<file path="config.mk">
export PLATFORM = sky130hd
export DESIGN_NAME = rr_mux4_arbiter_flat
export DESIGN_NICKNAME = d
export VERILOG_FILES = /design/src/rtl/rr_mux4_arbiter_if.sv /design/src/rtl/rr_mux4_arbiter.sv /design/src/flat_wrapper.sv
export SDC_FILE = /design/constraint.sdc
export NUM_CORES = 1
export LEC_CHECK = 0
export CORE_UTILIZATION = 25
export CTS_CLUSTER_SIZE = 25
export DETAILED_ROUTE_END_ITERATION = 7
export RECOVER_POWER = 50
export SETUP_SLACK_MARGIN = 0.5
export SYNTH_ARGS = -nofsm -noshare
export SYNTH_HDL_FRONTEND = slang
export SYNTH_SLANG_ARGS = --single-unit
export TNS_END_PERCENT = 20
</file>
<file path="constraint.sdc">
create_clock -name clk -period 2.9 [get_ports clk]
set_input_delay 0.725 -clock clk [delete_from_list [all_inputs] [get_ports clk]]
set_output_delay 0.725 -clock clk [all_outputs]
set_load 0.01 [all_outputs]
</file>
<file path="src/rtl/rr_mux4_arbiter_if.sv">
// Request/data/grant bundle between four sources and the round-robin mux arbiter.
// The lock line exists only when MUX_ARB_LOCK_EN is defined.
interface rr_mux4_arbiter_if #(
    parameter int WIDTH = 8
);
    logic [3:0]       req;
    logic [WIDTH-1:0] a;
    logic [WIDTH-1:0] b;
    logic [WIDTH-1:0] c;
    logic [WIDTH-1:0] d;
    logic [3:0]       gnt;
    logic             s1;
    logic             s0;
    logic [WIDTH-1:0] y;
    logic             y_valid;
    logic             busy;
`ifdef MUX_ARB_LOCK_EN
    logic             lock;

    modport master (output req, a, b, c, d, lock,
                    input  gnt, s1, s0, y, y_valid, busy);
    modport slave  (input  req, a, b, c, d, lock,
                    output gnt, s1, s0, y, y_valid, busy);
`else
    modport master (output req, a, b, c, d,
                    input  gnt, s1, s0, y, y_valid, busy);
    modport slave  (input  req, a, b, c, d,
                    output gnt, s1, s0, y, y_valid, busy);
`endif
endinterface

</file>
<file path="src/rtl/rr_mux4_arbiter.sv">
// Round-robin arbiter driving a shared 4:1 mux, with bounded tenure of HOLD_MAX cycles.
// Optional MUX_ARB_LOCK_EN adds a lock input that extends a tenure past HOLD_MAX.
module rr_mux4_arbiter #(
    parameter int WIDTH    = 8,
    parameter int HOLD_MAX = 4
) (
    input  logic                clk,
    input  logic                rst,
    rr_mux4_arbiter_if.slave    bus
);
    typedef enum logic [0:0] {
        IDLE  = 1'b0,
        GRANT = 1'b1
    } state_t;

    localparam logic [7:0] HOLD_LAST = 8'(HOLD_MAX - 1);

    // First requester found scanning upward from last+1; the previous owner is checked last.
    function automatic logic [1:0] pick_winner(input logic [3:0] req, input logic [1:0] last);
        logic [1:0] idx;
        logic [1:0] win;
        logic       found;
        win   = last;
        found = 1'b0;
        for (int i = 1; i <= 4; i++) begin
            idx = last + 2'(i);
            if (!found && req[idx]) begin
                win   = idx;
                found = 1'b1;
            end else begin
                found = found;
            end
        end
        return win;
    endfunction

    state_t           state_r, next_state_s;
    logic [3:0]       gnt_r, next_gnt_s;
    logic [1:0]       sel_r, next_sel_s;
    logic [1:0]       last_r, next_last_s;
    logic [7:0]       hold_r, next_hold_s, hold_inc_s;
    logic [WIDTH-1:0] y_r, mux_s;
    logic             y_valid_r, busy_r;
    logic             owner_req_s, hold_done_s, release_s;
    logic [1:0]       winner_s;

    assign owner_req_s = bus.req[last_r];
    assign winner_s    = pick_winner(bus.req, last_r);
    assign release_s   = !owner_req_s || hold_done_s;

`ifdef MUX_ARB_LOCK_EN
    // Lock only matters once the tenure limit is reached; the counter then parks at its top.
    assign hold_done_s = (hold_r == HOLD_LAST) && !bus.lock;
    assign hold_inc_s  = (hold_r == HOLD_LAST) ? hold_r : hold_r + 8'd1;
`else
    assign hold_done_s = (hold_r == HOLD_LAST);
    assign hold_inc_s  = hold_r + 8'd1;
`endif

    // Next-state and next-grant decision for the arbitration FSM.
    always_comb begin
        next_state_s = state_r;
        next_gnt_s   = gnt_r;
        next_sel_s   = sel_r;
        next_last_s  = last_r;
        next_hold_s  = hold_r;
        case (state_r)
            IDLE: begin
                if (bus.req != 4'b0000) begin
                    next_state_s = GRANT;
                    next_gnt_s   = 4'b0001 << winner_s;
                    next_sel_s   = winner_s;
                    next_last_s  = winner_s;
                    next_hold_s  = 8'd0;
                end else begin
                    next_gnt_s   = 4'b0000;
                end
            end
            GRANT: begin
                if (release_s) begin
                    if (bus.req != 4'b0000) begin
                        next_state_s = GRANT;
                        next_gnt_s   = 4'b0001 << winner_s;
                        next_sel_s   = winner_s;
                        next_last_s  = winner_s;
                        next_hold_s  = 8'd0;
                    end else begin
                        next_state_s = IDLE;
                        next_gnt_s   = 4'b0000;
                        next_hold_s  = 8'd0;
                    end
                end else begin
                    next_hold_s = hold_inc_s;
                end
            end
            default: begin
                next_state_s = IDLE;
                next_gnt_s   = 4'b0000;
                next_hold_s  = 8'd0;
            end
        endcase
    end

    // Source data selected by the currently registered owner index.
    always_comb begin
        mux_s = '0;
        case (sel_r)
            2'd0:    mux_s = bus.a;
            2'd1:    mux_s = bus.b;
            2'd2:    mux_s = bus.c;
            2'd3:    mux_s = bus.d;
            default: mux_s = '0;
        endcase
    end

    // Arbitration state, grant, select and tenure counter registers.
    always_ff @(posedge clk or posedge rst) begin
        if (rst) begin
            state_r <= IDLE;
            gnt_r   <= 4'b0000;
            sel_r   <= 2'd0;
            last_r  <= 2'd3;
            hold_r  <= 8'd0;
            busy_r  <= 1'b0;
        end else begin
            state_r <= next_state_s;
            gnt_r   <= next_gnt_s;
            sel_r   <= next_sel_s;
            last_r  <= next_last_s;
            hold_r  <= next_hold_s;
            busy_r  <= (next_state_s == GRANT);
        end
    end

    // Output data register: y holds outside a tenure, valid only while the owner still asks.
    always_ff @(posedge clk or posedge rst) begin
        if (rst) begin
            y_r       <= '0;
            y_valid_r <= 1'b0;
        end else if (state_r == GRANT) begin
            y_r       <= mux_s;
            y_valid_r <= owner_req_s;
        end else begin
            y_valid_r <= 1'b0;
        end
    end

    assign bus.gnt     = gnt_r;
    assign bus.s1      = sel_r[1];
    assign bus.s0      = sel_r[0];
    assign bus.y       = y_r;
    assign bus.y_valid = y_valid_r;
    assign bus.busy    = busy_r;
endmodule
</file>
<file path="src/flat_wrapper.sv">
// flat-port wrapper written by rule: the top's interface ports become plain ports
module rr_mux4_arbiter_flat 
#(
    parameter int WIDTH    = 8,
    parameter int HOLD_MAX = 4
)
  (clk, rst, bus_req, bus_a, bus_b, bus_c, bus_d, bus_gnt, bus_s1, bus_s0, bus_y, bus_y_valid, bus_busy);
  rr_mux4_arbiter_if #(.WIDTH(WIDTH)) bus_i ();
  input  logic clk;
  input  logic rst;
  input wire logic [$bits(bus_i.req)-1:0] bus_req;
  input wire logic [$bits(bus_i.a)-1:0] bus_a;
  input wire logic [$bits(bus_i.b)-1:0] bus_b;
  input wire logic [$bits(bus_i.c)-1:0] bus_c;
  input wire logic [$bits(bus_i.d)-1:0] bus_d;
  output wire logic [$bits(bus_i.gnt)-1:0] bus_gnt;
  output wire logic [$bits(bus_i.s1)-1:0] bus_s1;
  output wire logic [$bits(bus_i.s0)-1:0] bus_s0;
  output wire logic [$bits(bus_i.y)-1:0] bus_y;
  output wire logic [$bits(bus_i.y_valid)-1:0] bus_y_valid;
  output wire logic [$bits(bus_i.busy)-1:0] bus_busy;
  assign bus_i.req = bus_req;
  assign bus_i.a = bus_a;
  assign bus_i.b = bus_b;
  assign bus_i.c = bus_c;
  assign bus_i.d = bus_d;
  assign bus_gnt = bus_i.gnt;
  assign bus_s1 = bus_i.s1;
  assign bus_s0 = bus_i.s0;
  assign bus_y = bus_i.y;
  assign bus_y_valid = bus_i.y_valid;
  assign bus_busy = bus_i.busy;
  rr_mux4_arbiter #(.WIDTH(WIDTH), .HOLD_MAX(HOLD_MAX)) u_core (.clk(clk), .rst(rst), .bus(bus_i));
endmodule
</file>
==> results of run 1 <==
==> sequential cells by signal, indices dropped and copies added, names as in the netlist <==
name                cells
u_core.bus.y            8
u_core.bus.y_valid      1
u_core.sel_r            2
u_core.last_r           2
u_core.bus.gnt          4
u_core.hold_r           8
u_core.state_r          1
==> area by class of cell <==
cell class | instances | area [µm²]
clock buffer | 3 | 41.3
clock inverter | 1 | 30.0
fill | 605 | 3450
inverter | 3 | 11.3
multi-input combinational | 89 | 782
sequential | 26 | 654
tap | 72 | 90.1
timing repair buffer | 56 | 546
==> power by group <==
group,switching [mW],internal [mW],total (mW)
Combinational,0.354,0.515,0.869
Clock,0.114,0.185,0.298
Sequential,0.111,0.503,0.614
Total,0.579,1.20,1.78
==> logic make-up (layout without fill, tap and decap cells) <==
family                   after synthesis  after routing  share of synthesized area
AO/OA/AOI/OAI                         25             25                      0.131
XOR/XNOR                               1              1                    0.00594
adder cells (fa/ha/maj)                1              1                    0.00848
buffers and inverters                  9             63                     0.0271
flip-flops                            26             26                      0.443
multiplexers                          23             23                      0.234
AND/OR/NAND/NOR                       39             39                      0.151
==> what timing repair did <==
action / 4_1_cts / 5_1_grt
setup endpoints to repair: 0 / 1
setup buffers: 0 / 0
resized for setup: 0 / 1
hold buffers: 0 / 0
==> placed cells by master (no fill, tap or decap), drive strengths merged <==
cell / netlist / layout
buf: 3 / 1
mux2: 12 / 12
a22o: 1 / 1
mux2i: 3 / 3
nor4: 1 / 1
dlygate4sd3: 0 / 9
nor4b: 1 / 1
o211ai: 2 / 2
nand2b: 4 / 4
mux4: 8 / 8
a31oi: 4 / 4
clkbuf: 3 / 5
nor2b: 2 / 2
inv: 3 / 3
dfstp: 2 / 2
and2: 1 / 1
o21a: 1 / 1
nand2: 10 / 10
nor2: 3 / 3
a21o: 1 / 1
bufinv: 0 / 1
o41ai: 4 / 4
dfrtp: 24 / 24
a41oi: 2 / 2
o22ai: 1 / 1
nand4: 1 / 1
a21oi: 2 / 2
nor3: 3 / 3
ha: 1 / 1
o21ai: 7 / 7
xnor2: 1 / 1
and3: 2 / 2
nand3: 11 / 11
clkdlybuf4s50: 0 / 44
==> per-stage QoR <==
step,setup slack [ps],cells
after floorplan,1150,124
after global placement,423,246
after detailed placement,403,246
after CTS,535,250
after global routing,570,250
final,692,250
==> final timing paths <==
kind,start,end,slack [ps],cells after the start
setup / recovery,u_core.sel_r[1]$_DFFE_PP0P_,bus_s1,690,1
hold / removal,u_core.hold_r[7]$_DFFE_PP0P_,u_core.hold_r[7]$_DFFE_PP0P_,500,1
setup reg to reg,u_core.hold_r[0]$_DFFE_PP0P_,u_core.sel_r[1]$_DFFE_PP0P_,890,5
hold reg to reg,u_core.hold_r[7]$_DFFE_PP0P_,u_core.hold_r[7]$_DFFE_PP0P_,500,1
max in group asynchronous,rst,u_core.bus.gnt[3]$_DFFE_PP0P_,1260,3
min in group asynchronous,rst,u_core.bus.y[7]$_DFFE_PP0P_,1000,2
==> metal layers <==
metal / vias to the layer above / GRT usage / wire [µm]
met4: 0 / 0.0273 / 14
li1: 587 / - / -
met1: 602 / 0.141 / 1370
met3: 2 / 0.0276 / 219
met5: - / 0 / 0
met2: 45 / 0.194 / 1540
==> out/results.ini, run 1 <==
[die]
die_w_um = 78.8
pin_count = 54
dieArea_mm2 = 0.00621
core_mm2 = 0.00561
num_rows = 27
start_util = 0.263
die_y_um = 78.8

[drt]
wire_per_inst_um = 12.6
drt_iter0_markers = 76
routed_wirelength_um = 3140
firstDrtPassIters = 4
drc = 0
postRouteAntennaNets = 0
num_vias = 1236
via_per_inst = 4.94

[power]
ir_drop_v = 0.000274
finalPower_mw = 1.78
power.density_mw_per_mm2 = 827
p_leak_nw = 0.819

[worst_setup_path]
critPathCaptureType = output pin
crit_type = flop to output pin
critPathTopFamily = buffers and inverters
crit_chain = clkdlybuf4s50_1
cp_max_fo = 10
arrival_ps = 1480
cpMaxStageDelayCell = clkdlybuf4s50_1
worstPathRequired_ps = 2170
cp-start-kind = flop
path_buf_inv = 1
max_stage_delay_ps = 620

[placement]
gp_congestion = 0.790
post-dp-hpwl_um = 2440
placed_area_mm2 = 0.00209
port_buffers = 53

[layout]
stdcell_area_mm2 = 0.00215
insertedDiodeCount = 0
drive_above_1_share = 0.185
nets = 218
syn_to_final_growth_pct = 46.1
fin_util = 0.384

[timing]
drv_slew = 0
slew_headroom = 0.520
timing.final.crit_share = 0.762
max_slew.worst_pin.slew_ps = 719
fin_tns_setup_ps = 0
clock.fmax_mhz = 453
hold_viol = 0
setup-violations-final = 0
finClkSkew_ps = 1.47
rsz0062_at_grt = no
hold_slack_ps = 504
min_period_ps = 2210

[yosys]
netlist.area_leader.share = 0.407
syn_avg_cell_area_um2 = 11.9
netlist_area_mm2 = 0.00148
synth_area_leader_cell = dfrtp_1
netlist_instances = 124
syn-num-nets = 163
ys_warn_count = 0
async_flop_share = 1.00
synth_most_common_cell = dfrtp_1
synth-edff-count = 0
synthFlopType = dfrtp_1
ys_ff_latch = 26
synth_common_cells = 24 x dfrtp_1, 11 x nand3_1, 10 x mux2_2, 10 x nand2_1, 8 x mux4_2
yosysUniqueCellTypes = 36
ys_seq_area_frac = 0.443
synth_area_leaders = dfrtp_1 41%, mux4_2 12%, mux2_2 7.6%

[global_route]
grt_pass1_vias = 1229
antenna_found_initial = 0
grt_max_degree = 20
grt_pass1_wl_um = 5600
grt-ovfl-total = 0
grt_use_total = 0.113

[clocking]
cts_num_sinks = 26
clkLatencyLatePin_ps = 270
clock-root-buffer = clkbuf_8
cts_made_buffers = 3
cts_tree = done
cts_max_path_buffers = 2
cts.clk_slew.worst_paths_ps = 90
htreeDepth = 1

[job]
drv_cap = 0

[min_path]
min_path_type = flop to flop

[run_status]
status = completed

No activity file was read; power rests on OpenSTA's default activity.
==> run 2, diff against run 1 <==
- clock period: 2.9 -> 2.3 ns (I/O delays scaled with it)
==> run 2 against run 1 <==
Compared with the run above:
- cell count rose by 2.8%
- core utilization is 0.67 points higher
- first-iteration DRC count rose by 24%
- clock skew up 5.2 ps
- largest power group unchanged
==> out/results.ini, run 2 (synthesis gave the netlist of run 1 again) <==
[drt]
via_per_inst = 4.82  ; -2.5%
firstDrtPassIters = 4  ; unchanged
drc = 0  ; unchanged
drt_iter0_markers = 94  ; +24%
num_vias = 1239  ; +0.24%
postRouteAntennaNets = 0  ; unchanged
wire_per_inst_um = 12.8  ; +1.8%
routed_wirelength_um = 3290  ; +4.7%

[die]
dieArea_mm2 = 0.00621  ; unchanged
die_w_um = 78.8  ; unchanged
die_y_um = 78.8  ; unchanged
pin_count = 54  ; unchanged
start_util = 0.263  ; unchanged
num_rows = 27  ; unchanged
core_mm2 = 0.00561  ; unchanged

[global_route]
antenna_found_initial = 0  ; unchanged
grt_max_degree = 27  ; +35%
grt_use_total = 0.119  ; +0.00667
grt_pass1_vias = 1275  ; +3.7%
grt_pass1_wl_um = 5910  ; +5.6%
grt-ovfl-total = 0  ; unchanged

[layout]
nets = 225  ; +3.2%
final_common_cell = clkdlybuf4s50_1
syn_to_final_growth_pct = 48.6
nFillCells = 594  ; -1.8%
drive_above_1_share = 0.227  ; +0.0416
insertedDiodeCount = 0  ; unchanged
multi_input_area_um2 = 798  ; +2.1%
seq_area_um2 = 654  ; unchanged
final_cell_mix = 47 x clkdlybuf4s50_1, 23 x dfrtp_1, 11 x nand3_1

[worst_setup_path]
cp-start-kind = flop
cp_max_fo = 8  ; -2
worstPathRequired_ps = 2450  ; +280 ps
crit_type = flop to flop
critPathCaptureType = flop
arrival_ps = 2010  ; +530 ps

[clocking]
cts_made_buffers = 3  ; unchanged
htreeDepth = 1  ; unchanged
clock-root-buffer = clkbuf_8
cts_max_path_buffers = 2  ; unchanged
clkLatencyLatePin_ps = 270  ; about the same
cts_tree = done
cts_num_sinks = 26  ; unchanged
cts.clk_slew.worst_paths_ps = 90  ; about the same

[timing]
timing.final.crit_share = 0.806
hold_viol = 0  ; unchanged
fin_tns_setup_ps = 0  ; unchanged
min_period_ps = 1850
drv_slew = 0  ; unchanged
slew_headroom = 0.564  ; +0.0440
max_slew.worst_pin.slew_ps = 654  ; -65.2 ps
finClkSkew_ps = 6.71  ; +5.24 ps
setup-violations-final = 0  ; unchanged
rsz0062_at_grt = yes
clock.fmax_mhz = 540
hold_slack_ps = 505  ; +0.195 ps

[placement]
port_buffers = 53  ; unchanged
post-dp-hpwl_um = 2470  ; +1.2%
gp_congestion = 0.789  ; -0.11%

[min_path]
min_path_type = flop to flop

[power]
p_leak_nw = 0.840  ; +2.6%
power.density_mw_per_mm2 = 993  ; +20%
finalPower_mw = 2.18  ; +22%
ir_drop_v = 0.000453  ; +65%

[run_status]
status = completed

[job]
drv_cap = 0  ; unchanged

==> run 2: changes by cell type in the layout (fill, tap and decap cells not counted), moves of 3 or more <==
cell and change:
buf_4 +7, dlygate4sd2_1 +4, clkdlybuf4s50_1 +3, dlygate4sd3_1 -8
==> run 2: routing by layer <==
layer,routed length [µm],up-vias,global-route usage
li1,-,598,-
met1,1470,599,0.153
met2,1550,40,0.196
met3,255,2,0.0437
met4,14,0,0.0182
met5,0,-,0
==> run 2: critical path, cell delays in order, from the launching register on <==
cell and delay (ps):
dfrtp_1 370, clkbuf_1 520, mux4_2 590, mux2_2 270
==> run 2: layout make-up <==
type,count,share of cell area
timing repair buffer,63,0.271
multi-input combinational,89,0.364
clock buffer,4,0.0205
tap,72,0.0411
inverter,3,0.00514
sequential,26,0.299
==> run 2: timing repair <==
item	in CTS	in global routing
buffers inserted	2	0
resized for setup	9	3
hold buffers	0	0
pin swaps	1	0
endpoints found under the setup margin	16	15
==> run 2: stage by stage <==
stage	utilization	area [µm²]	setup slack [ps]	instances
floorplan	-	1480	654	124
global placement	0.379	2130	126	251
detailed placement	0.379	2130	115	251
CTS	0.392	2200	512	257
global route	0.391	2190	265	257
finish	0.391	2190	447	257
==> run 2: where the power goes <==
group / total (mW) / internal, mW / switching (mW)
logic: 1.17 / 0.679 / 0.487
registers: 0.751 / 0.634 / 0.117
clock network: 0.259 / 0.124 / 0.136
==> run 2: final timing paths <==
check	depth (start not counted)	slack, ps	start	end
worst max-delay path	3	450	u_core.sel_r[0]$_DFFE_PP0P_	u_core.bus.y[2]$_DFFE_PP0P_
min in group asynchronous	3	790	rst	u_core.bus.y[7]$_DFFE_PP0P_
worst min-delay path	1	500	u_core.hold_r[7]$_DFFE_PP0P_	u_core.hold_r[7]$_DFFE_PP0P_
max in group asynchronous	3	1200	rst	u_core.last_r[1]$_DFFE_PP1P_
worst max register to register	3	450	u_core.sel_r[0]$_DFFE_PP0P_	u_core.bus.y[2]$_DFFE_PP0P_
worst min register to register	1	500	u_core.hold_r[7]$_DFFE_PP0P_	u_core.hold_r[7]$_DFFE_PP0P_
==> run 3, diff against run 2 <==
- clock period: 2.3 -> 1.76 ns (I/O delays scaled with it)
==> run 3 against run 2 <==
Compared with the run above:
- setup slack worse by 330 ps
- first-iteration DRC count down 11%
- wire length up 7.7%
- clock-buffer cell count down 1
- hold slack better by 9.3 ps
- sequential power up 30%
- via count up 2.2%
- largest power group unchanged
==> out/results.ini, run 3 (synthesis gave the netlist of run 1 again) <==
[drt]
routed_wirelength_um = 3540  ; +7.7%
postRouteAntennaNets = 0  ; unchanged
drt_iter0_markers = 84  ; -11%
firstDrtPassIters = 6  ; +2
via_per_inst = 4.78  ; -0.91%
wire_per_inst_um = 13.3  ; +4.4%
drc = 0  ; unchanged
num_vias = 1266  ; +2.2%

[global_route]
grt_max_degree = 27  ; unchanged
grt_pass1_wl_um = 6400  ; +8.4%
antenna_found_initial = 0  ; unchanged
grt_pass1_vias = 1324  ; +3.8%
grt-ovfl-total = 0  ; unchanged
grt_use_total = 0.129  ; +0.00941

[layout]
final_cells = 265  ; +3.1%
stdcell_area_mm2 = 0.00230  ; +5.1%
seq_area_um2 = 653  ; -0.19%
insertedDiodeCount = 0  ; unchanged
drive_above_1_share = 0.280  ; +0.0528
syn_to_final_growth_pct = 56.1
nFillCells = 568  ; -4.4%
multi_input_area_um2 = 828  ; +3.8%
final_common_cell = clkdlybuf4s50_1
nets = 233  ; +3.6%
final_cell_mix = 46 x clkdlybuf4s50_1, 24 x dfrtp_1, 13 x buf_4

[clocking]
cts_max_path_buffers = 2  ; unchanged
htreeDepth = 1  ; unchanged
cts_tree = done
postCtsHoldBufs = 0  ; unchanged
clock-root-buffer = clkbuf_8
cts.clk_slew.worst_paths_ps = 90  ; about the same
cts_made_buffers = 3  ; unchanged
clkLatencyLatePin_ps = 270  ; about the same
cts_num_sinks = 26  ; unchanged

[timing]
clock.fmax_mhz = 607  ; +13%
fin_tns_setup_ps = 0  ; unchanged
hold_viol = 0  ; unchanged
drv_slew = 0  ; unchanged
slew_headroom = 0.565  ; +0.00111
finClkSkew_ps = 3.60  ; -3.11 ps
min_period_ps = 1650  ; -206 ps
setup-violations-final = 0  ; unchanged
hold_slack_ps = 514  ; +9.32 ps
max_slew.worst_pin.slew_ps = 652  ; -1.66 ps
timing.final.crit_share = 0.935  ; +0.130
rsz0062_at_grt = yes

[power]
p_leak_nw = 0.917  ; +9.2%
ir_drop_v = 0.000651  ; +44%
finalPower_mw = 3.14  ; +44%
power.density_mw_per_mm2 = 1360  ; +37%

[placement]
gp_congestion = 0.816  ; +3.5%
port_buffers = 53  ; unchanged
post-dp-hpwl_um = 2680  ; +8.4%
dp_cells = 258  ; +2.8%
placed_area_mm2 = 0.00219  ; +3.2%

[worst_setup_path]
reg2reg_from = u_core.last_r[0]$_DFFE_PP1P_
worstPathRequired_ps = 1920  ; -530 ps
arrival_ps = 1810  ; -200 ps
r2r_cells = 4  ; +1
cp_max_fo = 4  ; -4
cp-start-kind = flop
crit_type = flop to flop
startpoint = u_core.last_r[0]$_DFFE_PP1P_
critPathCaptureType = flop

[job]
drv_cap = 0  ; unchanged

[run_status]
status = completed

[min_path]
hp-start = u_core.bus.y[2]$_DFFE_PP0P_
hold-path-cell-count = 1  ; unchanged
min_path_type = flop to flop

[die]
core_mm2 = 0.00561  ; unchanged
die_y_um = 78.8  ; unchanged
pin_count = 54  ; unchanged
dieArea_mm2 = 0.00621  ; unchanged
start_util = 0.263  ; unchanged
num_rows = 27  ; unchanged
die_w_um = 78.8  ; unchanged

[run 3: cell types whose count changed in the layout (fill, tap and decap cells not counted), moves of 2 or more]
| cell | change |
|---|---|
| buf_4 | +5 |
| clkbuf_2 | +2 |
| dlygate4sd2_1 | +2 |
| o21ai_0 | -2 |
| o41ai_1 | -3 |
| o41ai_2 | +3 |
[run 3: final timing paths]
| check | slack, ps | end |
|---|---|---|
| worst max-delay path | 110 | u_core.sel_r[1]$_DFFE_PP0P_ |
| worst min-delay path | 510 | u_core.bus.y[2]$_DFFE_PP0P_ |
| worst max register to register | 110 | u_core.sel_r[1]$_DFFE_PP0P_ |
| worst min register to register | 510 | u_core.bus.y[2]$_DFFE_PP0P_ |
| max in group asynchronous | 570 | u_core.hold_r[6]$_DFFE_PP0P_ |
| min in group asynchronous | 780 | u_core.bus.y[7]$_DFFE_PP0P_ |
[run 3: critical path, cell delays in order, from the launching register on]
cell	delay, ps
dfstp_2	590
mux2i_2	280
o22ai_4	120
a21oi_4	190
mux2_2	350
[run 3: area by class of cell]
cell class	count	share of cell area
clock buffer	3	0.0179
clock inverter	1	0.0130
inverter	3	0.00489
multi-input combinational	89	0.360
sequential	26	0.284
tap	72	0.0391
timing repair buffer	71	0.282
[run 3: timing repair]
item	CTS	global route
endpoints found under the setup margin	42	42
pin swaps	4	0
setup buffers	3	0
gates resized for setup	14	1
[run 3: metrics by stage]
step,utilization,worst slack [ps]
floorplan,-,166
global placement,0.391,-279
detailed placement,0.391,-307
CTS,0.412,103
global route,0.411,19.7
finish,0.411,114
[run 3: routing by layer]
metal / track usage / up-vias / share of wire
met3: 0.0299 / 2 / 0.058
li1: - / 616 / -
met1: 0.173 / 616 / 0.46
met5: 0 / - / 0
met4: 0.0218 / 0 / 0.0034
met2: 0.214 / 32 / 0.48
[run 3: power by group]
part / total, mW / switching, mW / leakage [nW] / internal, mW
clock network: 0.498 / 0.194 / 0.0357 / 0.304
registers: 0.975 / 0.146 / 0.321 / 0.829
logic: 1.66 / 0.704 / 0.560 / 0.958
==> RTL edit 1: new RTL, flow settings as in run 1 <==
`WIDTH` is set to 8 in 3 places; all go to 6.
--- a/src/rtl/rr_mux4_arbiter_if.sv
+++ b/src/rtl/rr_mux4_arbiter_if.sv
@@ -1,7 +1,7 @@
 // Request/data/grant bundle between four sources and the round-robin mux arbiter.
 // The lock line exists only when MUX_ARB_LOCK_EN is defined.
 interface rr_mux4_arbiter_if #(
-    parameter int WIDTH = 8
+    parameter int WIDTH = 6
 );
     logic [3:0]       req;
     logic [WIDTH-1:0] a;
--- a/src/rtl/rr_mux4_arbiter.sv
+++ b/src/rtl/rr_mux4_arbiter.sv
@@ -1,7 +1,7 @@
 // Round-robin arbiter driving a shared 4:1 mux, with bounded tenure of HOLD_MAX cycles.
 // Optional MUX_ARB_LOCK_EN adds a lock input that extends a tenure past HOLD_MAX.
 module rr_mux4_arbiter #(
-    parameter int WIDTH    = 8,
+    parameter int WIDTH    = 6,
     parameter int HOLD_MAX = 4
 ) (
     input  logic                clk,
--- a/src/flat_wrapper.sv
+++ b/src/flat_wrapper.sv
@@ -1,7 +1,7 @@
 // flat-port wrapper written by rule: the top's interface ports become plain ports
 module rr_mux4_arbiter_flat 
 #(
-    parameter int WIDTH    = 8,
+    parameter int WIDTH    = 6,
     parameter int HOLD_MAX = 4
 )
   (clk, rst, bus_req, bus_a, bus_b, bus_c, bus_d, bus_gnt, bus_s1, bus_s0, bus_y, bus_y_valid, bus_busy);
Ports: changed (5 resized); port bits go from 54 to 44. No check against the original RTL was run, so the function may have changed too.
==> RTL edit 1 against run 1 <==
- worst hold slack gained 0.013 ns
- sequential cell count shrank 2
- setup slack lost 0.13 ns
- routed wire length grew 4.3%
- power shrank 8.8%
- count of clock-buffer cells in the layout is the same
- area after synthesis shrank 9.2%
- design area shrank 12%
- via count shrank 8.7%
- largest power group unchanged
- highest routed layer unchanged
==> RTL edit 1: results (changes against run 1) <==
{
  "outcome": {
    "run_status": "completed"
  },
  "placed_design": {
    "finalWeightedCongestion": {"value": 0.816, "change": "+3.4%"},
    "detailed_place_hpwl": {"value": 2550, "unit": "um", "change": "+4.4%"},
    "port_buffers": {"value": 43, "change": "-19%"},
    "placedInstanceArea": {"value": 1840, "unit": "um^2", "change": "-12%"}
  },
  "logic_synthesis": {
    "count_of_different_cell_masters_after_synthesis": {"value": 40, "change": "+11%"},
    "synth.net_count": {"value": 149, "change": "-8.6%"},
    "synth_top_cells_by_area": "sky130_fd_sc_hd__dfrtp_1 (41%), sky130_fd_sc_hd__mux4_2 (10%), sky130_fd_sc_hd__mux2_2 (5.0%), sky130_fd_sc_hd__nand3_1 (4.1%), sky130_fd_sc_hd__dfstp_2 (3.9%)",
    "ys_top_cells_by_count": "sky130_fd_sc_hd__dfrtp_1 (22), sky130_fd_sc_hd__nand3_1 (11)",
    "synth_seq_area_share": {"value": 45.0, "unit": "%", "change": "+0.77 points"}
  },
  "detailed_routing": {
    "route.vias.total": {"value": 1128, "change": "-8.7%"},
    "drtPass1Iterations": {"value": 5, "change": "+1"},
    "avgRoutedWirePerCell": {"value": 14.2, "unit": "um", "change": "+13%"},
    "drt_iter0_markers": {"value": 115, "change": "+51%"}
  },
  "layout": {
    "drive_above_1_share": {"value": 15.0, "unit": "%", "change": "-3.5 points"},
    "fin_util": {"value": 37.0, "unit": "%", "change": "-1.4 points"}
  },
  "sta": {
    "tightestPinTransition": {"value": 1.30, "unit": "ns", "change": "+0.584 ns"}
  },
  "hold_path": {
    "timing.hold.worst.start": "u_core.bus.y[4]"
  },
  "critical_path": {
    "crit_path_max_fanout": {"value": 15, "change": "+5"},
    "slowest_delay": {"value": 0.54, "unit": "ns", "change": "-0.08 ns"}
  },
  "global_route": {
    "first_global_vias": {"value": 1176, "change": "-4.3%"},
    "pin_count_of_the_biggest_net_entering_global_routing": {"value": 25, "change": "+25%"},
    "first_pass_grt_wire_length": {"value": 5290, "unit": "um", "change": "-5.5%"}
  },
  "power_and_ir_drop": {
    "static-leakage-power": {"value": 0.757, "unit": "nW", "change": "-7.5%"},
    "peakVddDrop": {"value": 0.000356, "unit": "V", "change": "+30%"}
  }
}
RTL edit 1: per-layer routing:
metal  GRT usage (%)  part of all wire, %
met2            24.1                   56
met4            6.17                  1.3
met3            1.61                  3.3
met1            13.9                   39
met5               0                    0
RTL edit 1: cell type report:
type	instances	area share, %
Clock buffer	3	2.17
Clock inverter	1	1.58
Inverter	4	0.788
Multi-Input combinational cell	82	35.8
Sequential cell	24	31.7
Tap cell	70	4.60
Timing Repair Buffer	46	23.4
RTL edit 1: where the power goes:
part	switching, mW	internal, mW
logic	0.308	0.424
registers	0.132	0.463
clock network	0.112	0.184
RTL edit 1: final timing paths:
| kind | endpoint | slack (ns) |
|---|---|---|
| max | u_core.hold_r[7] | 0.56 |
| min | u_core.bus.y[4] | 0.52 |
| max reg2reg | u_core.bus.gnt[3] | 0.76 |
| min reg2reg | u_core.bus.y[4] | 0.52 |
| max in group asynchronous | u_core.bus.y[5] | 0.81 |
| min in group asynchronous | u_core.hold_r[3] | 1.32 |
RTL edit 1: cell families after synthesis:
| family | synth area share, % |
|---|---|
| flops | 45.0 |
| fa+ha+maj | 0.934 |
| compound gates | 15.2 |
| mux | 20.0 |
| buf+inv | 4.02 |
| simple gates | 14.8 |
RTL edit 1: through the flow:
step	std cells	hold WS, ns	power [mW]
floorplan	118	0.486	1.05
global placement	226	0.490	1.32
detailed placement	226	0.505	1.35
CTS	230	0.524	1.65
global route	230	0.532	1.73
finish	230	0.517	1.62
RTL edit 1: critical path, delay by kind of cell:
family / cells / cell delay [ns]
AO/OA/AOI/OAI: 3 / 0.66
multiplexers: 1 / 0.10
buffers and inverters: 2 / 1.06
==> RTL edit 2: new RTL, settings of run 1 <==
Made on the original files. Take the reset off `hold_r` and load it in a clocked block of its own.
--- a/src/rtl/rr_mux4_arbiter.sv
+++ b/src/rtl/rr_mux4_arbiter.sv
@@ -120,16 +120,18 @@
             gnt_r   <= 4'b0000;
             sel_r   <= 2'd0;
             last_r  <= 2'd3;
-            hold_r  <= 8'd0;
             busy_r  <= 1'b0;
         end else begin
             state_r <= next_state_s;
             gnt_r   <= next_gnt_s;
             sel_r   <= next_sel_s;
             last_r  <= next_last_s;
-            hold_r  <= next_hold_s;
             busy_r  <= (next_state_s == GRANT);
         end
+    end
+
+    always_ff @(posedge clk) begin
+        hold_r <= next_hold_s;
     end
 
     // Output data register: y holds outside a tenure, valid only while the owner still asks.
Behaviour: no difference found for any inputs over 10 cycles, from zero or initial values and one cycle with rst high; that may be too few to reach the edited logic, so the function may still have changed.
==> RTL edit 2 against run 1 <==
- routed wire length decreased by 0.35%
- design area decreased by 2.4%
- register-to-register slack improved by 0.08 ns
- clock power decreased by 32%
- die area down 1.2%
- area after synthesis fell by 1.3%
- sequential cell count stayed put
- setup slack got worse by 0.15 ns
- maximum frequency shrank 6.5%
- power shrank 5.3%
- sequential power grew 3%
- critical path type is now in2reg
==> RTL edit 2: results (changes against run 1) <==
{
  "global_route": {
    "first_pass_grt_wire_length": {"value": 5380, "unit": "um", "change": "-3.9%"},
    "pin_count_of_the_biggest_net_entering_global_routing": {"value": 19, "change": "-5.0%"},
    "globalRouteTotalUtil": {"value": 11.5, "unit": "%", "change": "+0.20 points"}
  },
  "critical_path": {
    "reg2reg_setup_slack": {"value": 0.97, "unit": "ns", "change": "+0.08 ns"},
    "startpoint": "bus_req[1]",
    "timing.critical_path.to": "u_core.hold_r[7]",
    "cp_slowest_cell": "sky130_fd_sc_hd__dlygate4sd3_1",
    "worst_ep_arrival_time": {"value": 2.49, "unit": "ns", "change": "+1.01 ns"},
    "timing.rr.start": "u_core.last_r[1]"
  },
  "logic_synthesis": {
    "count_of_different_cell_masters_after_synthesis": {"value": 37, "change": "+2.8%"},
    "synth.net_count": {"value": 144, "change": "-12%"},
    "async_s_r_ff_share_synth": {"value": 69.2, "unit": "%", "change": "-31 points"},
    "ys_top_cells_by_count": "sky130_fd_sc_hd__dfrtp_1 (16), sky130_fd_sc_hd__nor2_1 (9), sky130_fd_sc_hd__edfxtp_1 (8), sky130_fd_sc_hd__mux2_2 (8), sky130_fd_sc_hd__mux4_2 (8)",
    "synth_seq_area_share": {"value": 47.6, "unit": "%", "change": "+3.3 points"},
    "synth_enable_flop_cells": {"value": 8, "change": "+8"}
  },
  "sta": {
    "hold_ws": {"value": 0.509, "unit": "ns", "change": "+0.00427 ns"},
    "fin_worst_skew": {"value": 0.00789, "unit": "ns", "change": "+0.00642 ns"},
    "worst_slack": {"value": 0.538, "unit": "ns", "change": "-0.154 ns"},
    "relSlewSlack": {"value": 54.1, "unit": "%", "change": "+2.1 points"}
  },
  "outcome": {
    "run_status": "completed"
  },
  "power_and_ir_drop": {
    "power.share.switching": {"value": 32.7, "unit": "%", "change": "+0.21 points"},
    "logic_gate_share_of_total_power": {"value": 50.5, "unit": "%", "change": "+1.7 points"},
    "peakVddDrop": {"value": 0.000379, "unit": "V", "change": "+38%"},
    "pwr.group.clock": {"value": 0.202, "unit": "mW", "change": "-32%"}
  },
  "layout": {
    "nFillCells": {"value": 538, "change": "-11%"},
    "drive_above_1_share": {"value": 22.4, "unit": "%", "change": "+3.8 points"}
  },
  "detailed_routing": {
    "drt_iter0_markers": {"value": 37, "change": "-51%"},
    "route.vias.total": {"value": 1070, "change": "-13%"},
    "avgRoutedWirePerCell": {"value": 13.4, "unit": "um", "change": "+6.9%"}
  },
  "placed_design": {
    "finalWeightedCongestion": {"value": 0.690, "change": "-13%"},
    "worst_slack_at_placement": {"value": 0.504, "unit": "ns", "change": "+0.101 ns"},
    "placedInstanceArea": {"value": 2070, "unit": "um^2", "change": "-0.72%"},
    "detailed_place_hpwl": {"value": 2550, "unit": "um", "change": "+4.6%"}
  }
}
==> RTL edit 2: metal layers <==
| layer | global-route usage [%] | vias to the layer above | wire length (um) |
|---|---|---|---|
| met3 | 3.84 | 4 | 234 |
| li1 | - | 508 | - |
| met4 | 3.33 | 0 | 38 |
| met2 | 21.0 | 44 | 1650 |
| met1 | 12.5 | 514 | 1200 |
| met5 | 0 | - | 0 |
==> RTL edit 2: cells by family after synthesis <==
group / share of synthesized area, %
adder cells (fa/ha/maj): 0.859
AND/OR/NAND/NOR: 12.5
multiplexers: 23.6
flip-flops: 47.6
XOR/XNOR: 3.61
AO/OA/AOI/OAI: 8.76
buffers and inverters: 3.01
==> RTL edit 2: area by class of cell <==
type / count / area (um^2) / share of cell area [%]
inverters: 5 / 18.8 / 0.893
well taps: 72 / 90.1 / 4.29
multi-input cells: 70 / 702 / 33.4
clock buffers: 4 / 45.0 / 2.14
flip-flops and latches: 26 / 693 / 33.0
repair buffers: 56 / 553 / 26.3
